--- src/rtl/car_state_ctrl_if.sv ---
// Driver-control / car-state bundle between the control inputs and car_state_ctrl.
//  master: drives the debounced driver controls, observes state/reverse/mile_tick
//  slave : car_state_ctrl side
interface car_state_ctrl_if;
  logic       power_on_btn;
  logic       power_off_btn;
  logic       throttle;
  logic       clutch;
  logic       brake;
  logic       reverse_sw;
  logic [1:0] state;
  logic       reverse;
  logic       mile_tick;

  modport master (
    output power_on_btn, power_off_btn, throttle, clutch, brake, reverse_sw,
    input  state, reverse, mile_tick
  );

  modport slave (
    input  power_on_btn, power_off_btn, throttle, clutch, brake, reverse_sw,
    output state, reverse, mile_tick
  );
endinterface

--- src/rtl/car_state_ctrl.sv ---
// Engine/drive FSM of the car simulator.
// Turns debounced driver controls into the 2-bit car state for the mileage/display
// stage and emits a one-cycle mile tick every TICK_CYC cycles of continuous MOVING.
// Ports:
//  clk  - system clock, posedge
//  rst  - asynchronous active-high reset
//  bus  - slave side of car_state_ctrl_if: driver controls in; state, reverse, mile_tick out
module car_state_ctrl #(
  parameter int unsigned PWR_ON_HOLD_CYC  = 100_000_000,
  parameter int unsigned IDLE_TIMEOUT_CYC = 500_000_000,
  parameter int unsigned TICK_CYC         = 10_000_000
) (
  input  logic             clk,
  input  logic             rst,
  car_state_ctrl_if.slave  bus
);

  localparam logic [1:0] ST_OFF          = 2'b00;
  localparam logic [1:0] ST_NOT_STARTING = 2'b01;
  localparam logic [1:0] ST_STARTING     = 2'b11;
  localparam logic [1:0] ST_MOVING       = 2'b10;

  // One counter is shared by the OFF hold timer and the NOT_STARTING idle timer.
  localparam int unsigned CNT_MAX = (PWR_ON_HOLD_CYC > IDLE_TIMEOUT_CYC) ?
                                    PWR_ON_HOLD_CYC : IDLE_TIMEOUT_CYC;
  localparam int unsigned CNT_W   = (CNT_MAX > 1) ? $clog2(CNT_MAX) : 1;
  localparam int unsigned PRE_W   = (TICK_CYC > 1) ? $clog2(TICK_CYC) : 1;

  logic [1:0]       state_q, state_d;
  logic [CNT_W-1:0] cnt_q, cnt_d;
  logic [PRE_W-1:0] presc_q, presc_d;
  logic             tick_q, tick_d;
  logic             gear_q, gear_d;
  logic             reverse_q, reverse_d;
  logic             gear_chg;

  // State and counter registers
  always_ff @(posedge clk or posedge rst) begin
    if (rst) begin
      state_q   <= ST_OFF;
      cnt_q     <= '0;
      presc_q   <= '0;
      tick_q    <= 1'b0;
      gear_q    <= 1'b0;
      reverse_q <= 1'b0;
    end else begin
      state_q   <= state_d;
      cnt_q     <= cnt_d;
      presc_q   <= presc_d;
      tick_q    <= tick_d;
      gear_q    <= gear_d;
      reverse_q <= reverse_d;
    end
  end

  // Next-state, counters and registered-output values
  always_comb begin
    state_d   = state_q;
    cnt_d     = '0;
    presc_d   = '0;
    tick_d    = 1'b0;
    gear_d    = bus.reverse_sw;
    gear_chg  = (bus.reverse_sw != gear_q);

    case (state_q)
      ST_OFF: begin
        // Hold timer runs only while power-on alone is pressed.
        if (bus.power_on_btn && !bus.power_off_btn) begin
          if (cnt_q == CNT_W'(PWR_ON_HOLD_CYC - 1)) begin
            state_d = ST_NOT_STARTING;
          end else begin
            cnt_d = cnt_q + CNT_W'(1);
          end
        end
      end
      ST_NOT_STARTING: begin
        if (bus.power_off_btn) begin
          state_d = ST_OFF;
        end else if (bus.throttle && bus.clutch && !bus.brake) begin
          state_d = ST_STARTING;
        end else if (bus.throttle && !bus.clutch) begin
          state_d = ST_OFF;
        end else if (!bus.throttle) begin
          // Idle timer; any throttle press leaves cnt_d at its cleared default.
          if (cnt_q == CNT_W'(IDLE_TIMEOUT_CYC - 1)) begin
            state_d = ST_OFF;
          end else begin
            cnt_d = cnt_q + CNT_W'(1);
          end
        end
      end
      ST_STARTING: begin
        if (bus.power_off_btn) begin
          state_d = ST_OFF;
        end else if (gear_chg && !bus.clutch) begin
          state_d = ST_OFF;
        end else if (bus.throttle && !bus.clutch && !bus.brake) begin
          state_d = ST_MOVING;
        end
      end
      ST_MOVING: begin
        if (bus.power_off_btn) begin
          state_d = ST_OFF;
        end else if (gear_chg && !bus.clutch) begin
          state_d = ST_OFF;
        end else if (bus.brake) begin
          state_d = ST_NOT_STARTING;
        end else if (!bus.throttle || bus.clutch) begin
          state_d = ST_STARTING;
        end
      end
      default: state_d = ST_OFF;
    endcase

    // Prescaler only advances while staying in MOVING, so a tick never lands outside it.
    if (state_q == ST_MOVING && state_d == ST_MOVING) begin
      if (presc_q == PRE_W'(TICK_CYC - 1)) begin
        tick_d = 1'b1;
      end else begin
        presc_d = presc_q + PRE_W'(1);
      end
    end

    reverse_d = (state_d == ST_OFF) ? 1'b0 : bus.reverse_sw;
  end

  assign bus.state     = state_q;
  assign bus.reverse   = reverse_q;
  assign bus.mile_tick = tick_q;

endmodule

--- src/flat_wrapper.sv ---
// flat-port wrapper written by rule: the top's interface ports become plain ports
module car_state_ctrl_flat 
#(
  parameter int unsigned PWR_ON_HOLD_CYC  = 100_000_000,
  parameter int unsigned IDLE_TIMEOUT_CYC = 500_000_000,
  parameter int unsigned TICK_CYC         = 10_000_000
)
  (clk, rst, bus_power_on_btn, bus_power_off_btn, bus_throttle, bus_clutch, bus_brake, bus_reverse_sw, bus_state, bus_reverse, bus_mile_tick);
  car_state_ctrl_if bus_i ();
  input  logic clk;
  input  logic rst;
  input wire logic [$bits(bus_i.power_on_btn)-1:0] bus_power_on_btn;
  input wire logic [$bits(bus_i.power_off_btn)-1:0] bus_power_off_btn;
  input wire logic [$bits(bus_i.throttle)-1:0] bus_throttle;
  input wire logic [$bits(bus_i.clutch)-1:0] bus_clutch;
  input wire logic [$bits(bus_i.brake)-1:0] bus_brake;
  input wire logic [$bits(bus_i.reverse_sw)-1:0] bus_reverse_sw;
  output wire logic [$bits(bus_i.state)-1:0] bus_state;
  output wire logic [$bits(bus_i.reverse)-1:0] bus_reverse;
  output wire logic [$bits(bus_i.mile_tick)-1:0] bus_mile_tick;
  assign bus_i.power_on_btn = bus_power_on_btn;
  assign bus_i.power_off_btn = bus_power_off_btn;
  assign bus_i.throttle = bus_throttle;
  assign bus_i.clutch = bus_clutch;
  assign bus_i.brake = bus_brake;
  assign bus_i.reverse_sw = bus_reverse_sw;
  assign bus_state = bus_i.state;
  assign bus_reverse = bus_i.reverse;
  assign bus_mile_tick = bus_i.mile_tick;
  car_state_ctrl #(.PWR_ON_HOLD_CYC(PWR_ON_HOLD_CYC), .IDLE_TIMEOUT_CYC(IDLE_TIMEOUT_CYC), .TICK_CYC(TICK_CYC)) u_core (.clk(clk), .rst(rst), .bus(bus_i));
endmodule
--- config.mk ---
export PLATFORM = sky130hd
export DESIGN_NAME = car_state_ctrl_flat
export DESIGN_NICKNAME = d
export VERILOG_FILES = /design/src/rtl/car_state_ctrl_if.sv /design/src/rtl/car_state_ctrl.sv /design/src/flat_wrapper.sv
export SDC_FILE = /design/constraint.sdc
export NUM_CORES = 1
export LEC_CHECK = 0
export ABC_AREA = 1
export ABC_CLOCK_PERIOD_IN_PS = 5160
export CORE_MARGIN = 5
export CORE_UTILIZATION = 60
export DETAILED_ROUTE_END_ITERATION = 6
export PLACE_DENSITY = 0.85
export SLEW_MARGIN = 15
export SYNTH_ARGS = -nofsm -noshare
export SYNTH_HDL_FRONTEND = slang
export SYNTH_SLANG_ARGS = --single-unit
--- constraint.sdc ---
create_clock -name clk -period 5.16 [get_ports clk]
set_clock_uncertainty 0.05 [all_clocks]
set_input_delay 0.774 -clock clk [delete_from_list [all_inputs] [get_ports clk]]
set_output_delay 0.774 -clock clk [all_outputs]
set_load 0.05 [all_outputs]
==> results.txt <==
----------------------------------------------------
[Layout]
  Final nets ... ~500
  Number of non-filler instances in the completed layout ... roughly 560
  Utilization after layout ... between 60 and 70%
  Area growth syn-to-layout ... 11.4%
  Fraction of final layout cells with drive strength greater than 1 ... roughly 9.2%
  Final instance area ... roughly 0.0039 mm^2
  Diode count ... 0

[Power]
  Clock group share of total power ... approximately half
  Total leakage power ... 1.58 nW
  Power Internal ... between 700 and 800 uW
  Net switching share of the total power ... 21.1%
  Proportion of power drawn by combinational gates ... approximately 2.7%
  IR drop worst, VDD ... ~0.15 mV
  Sequential share of power ... around 48%
  Power Dens Cells ... ~250 mW/mm^2
  Switching component of the power ... between 150 and 200 uW

[Placement]
  Port bufs ... 11
  Placed Area ... roughly 0.0036 mm^2
  DP HPWL ... 5790 um
  RePlAce Congestion ... 0.969
  Number of placed cells counting well taps ... between 500 and 600

[STA]
  Count of pins over their slew limit ... 0
  Worst Tran Pin Value ... 782 ps
  Final count of hold timing violations ... 0
  Fin crit share ... 49.6%
  Time the final worst path needs with I/O delays and setup ... around 2600 ps
  Max-slew headroom ... 47.8%
  Fmax achieved ... between 300 and 400 MHz
  Total Negative Setup Slacks ... 0 ps
  RSZ-0062 raised after global routing ... false
  Total setup violations reported at the end of the flow ... 0

[Floorplan]
  Row cnt ... 27
  Core region area ... around 0.0056 mm^2
  Height of the die ... approximately 86 um
  Die Width ... between 80 and 90 um
  Starting density of the core ... between 60% and 70%
  I/O pin total ... 12
  Die Footprint ... between 0.007 and 0.008 mm^2

[Worst setup path]
  Required time at the endpoint of the critical path ... 5360 ps
  Critical path launch point type ... input port
  Max FO, Critical Path ... 24
  Element type at the critical path end ... register
  Type of the setup path with the least slack ... in -> reg
  Data arrival time of the worst path ... ~2800 ps

[Drt]
  Final routed DRC violation total ... 0
  Number of antenna-violating nets in the routed design ... 0
  Wire length after detailed routing ... about 8000 um
  Initial DRT Pass Iterations ... 5
  Number of vias in the routed layout ... around 3,200
  Average wire per cell in the routed design ... roughly 14 um
  Initial detailed-routing violation count ... 250
  Routed via count divided by cell count ... about 5.6

[Yosys]
  Post-synthesis register bit count ... 58
  Commonest cells post-synth ... 90 x nand2_1, 90 x nor2_1, 58 x dfrtp_1, 58 x inv_1, 34 x nand3_1
  Average size of a mapped cell ... about 7.5 um^2
  Main area contributors after synthesis ... dfrtp_1 42%, nand2_1 9.7%, nor2_1 9.7%
  Count of cell types in the netlist ... 30
  Area share of the leading cell type in the synthesized netlist ... 41.9%
  Post-synth EDFFs ... 0
  Library cell occupying the most area in the post-synthesis netlist ... dfrtp_1
  Syn Nets ... about 480
  Share of the yosys chip area belonging to registers ... approximately two fifths
  Ys Warns ... 0
  Cells after synthesis ... between 400 and 500
  Async set or reset register ratio after synthesis ... between 90% and 100%
  Top FF cell, synth ... dfrtp_1
  Synthesized cell area ... ~0.0035 mm^2

[CTS]
  Postcts setup bufs ... 0
  Count of hold-fix buffers inserted at cts ... 0
  Clock root buffer ... clkbuf_8
  Number of buffers created by CTS ... 9
  Number of buffers between clock root and the deepest sink ... 2
  Deepest level of the CTS H-tree ... 3
  Sink count of the clock tree ... a little under 60
  Clock-pin slew of the registers on the worst-case setup and hold paths ... about 70 ps
  CTS resizes ... 0
  Clock tree from TritonCTS ... yes
  Clock insertion delay at the later pin of the skew report ... approximately 340 ps

[GRT]
  Global-route wire length before repair ... about 14,000 um
  Aggregate global-route resource usage ... between 20% and 30%
  Maximum number of pins on one net before global-route repair ... 59
  Number of global-route vias before repair ... approximately 3,000
  GRT Residual Overflow ... 0
  Number of antenna violations at the first check in global routing ... 0

[Hold path]
  Hold crit path type ... reg -> reg

[Job]
  Max-cap violations ... 0

[Status]
  Result of the run ... complete, no violations

----------------------------------------------------
==> metrics by stage <==
step	hold slack, ps	total power, mW	setup WS (ps)
2_1_floorplan	410	0.480	2910
3_3_place_gp	446	0.490	2430
3_5_place_dp	449	0.491	2270
4_1_cts	460	0.951	2610
5_1_grt	476	0.973	2400
6_report	465	0.947	2600
==> area by class of cell <==
type	instances	area, um^2
Inverter	60	225
Clock buffer	11	141
Clock inverter	5	77.6
Sequential cell	58	1450
Tap cell	72	90.1
Multi-Input combinational cell	343	1760
Timing Repair Buffer	12	118
Fill cell	449	1710
==> layer usage <==
metal	vias to the layer above	GRT usage (%)	part of all wire (%)
li1	1533	-	-
met1	1447	32.3	46
met2	150	36.6	45
met3	20	3.75	6.3
met4	0	9.06	2.1
met5	-	0	0
==> final timing paths <==
check	from	to	slack [ps]	cells after the start
worst max-delay path	bus_throttle	u_core.cnt_q[2]$_DFF_PP0_	2600	6
worst min-delay path	u_core.cnt_q[0]$_DFF_PP0_	u_core.cnt_q[0]$_DFF_PP0_	470	1
worst max register to register	u_core.cnt_q[0]$_DFF_PP0_	u_core.cnt_q[23]$_DFF_PP0_	2840	10
worst min register to register	u_core.cnt_q[0]$_DFF_PP0_	u_core.cnt_q[0]$_DFF_PP0_	470	1
max in group asynchronous	rst	u_core.presc_q[18]$_DFF_PP0_	3690	3
min in group asynchronous	rst	u_core.cnt_q[2]$_DFF_PP0_	910	3
==> power groups by stage <==
stage	logic, mW	clock network, mW	registers (mW)
2_1_floorplan	0.0152	0	0.465
3_3_place_gp	0.0251	0	0.465
3_5_place_dp	0.0262	0	0.465
4_1_cts	0.0264	0.468	0.457
5_1_grt	0.0293	0.487	0.457
6_report	0.0254	0.464	0.457
==> worst max-delay path, cell delays in order <==
cell and delay [ps]:
clkdlybuf4s50_1 500, nor4_1 530, nand2_4 100, nand2_1 170, inv_1 370, nor3b_1 310
==> cell families after synthesis <==
group                    synth area share (%)
AND/OR/NAND/NOR                          39.0
buffers and inverters                    7.36
flip-flops                               41.9
XOR/XNOR                                 8.09
AO/OA/AOI/OAI                            2.96
adder cells (fa/ha/maj)                 0.722
==> cell usage in the layout (no fill, tap or decap), types with 2 or more instances in the layout <==
cell type / instances
nand2_2: 3
ha_1: 2
or2_2: 2
xor2_1: 23
nand3_1: 34
nor2_1: 90
clkinv_2: 2
nor2_2: 13
a21oi_1: 6
xnor2_1: 9
nand2_4: 2
inv_1: 57
nor2_8: 2
inv_2: 3
nor3_1: 23
bufinv_16: 2
clkdlybuf4s50_1: 11
o21ai_0: 9
nor4_1: 7
nand2_1: 90
clkbuf_8: 10
dfrtp_1: 58
nand4_1: 20
==> state kept, by name, summed over array words and instances, names as in the netlist <==
name,count
u_core.gear_q,1
u_core.bus.reverse,1
u_core.presc_q,24
u_core.cnt_q,29
u_core.bus.mile_tick,1
u_core.bus.state,2
Power figures use the tool's default switching activity.
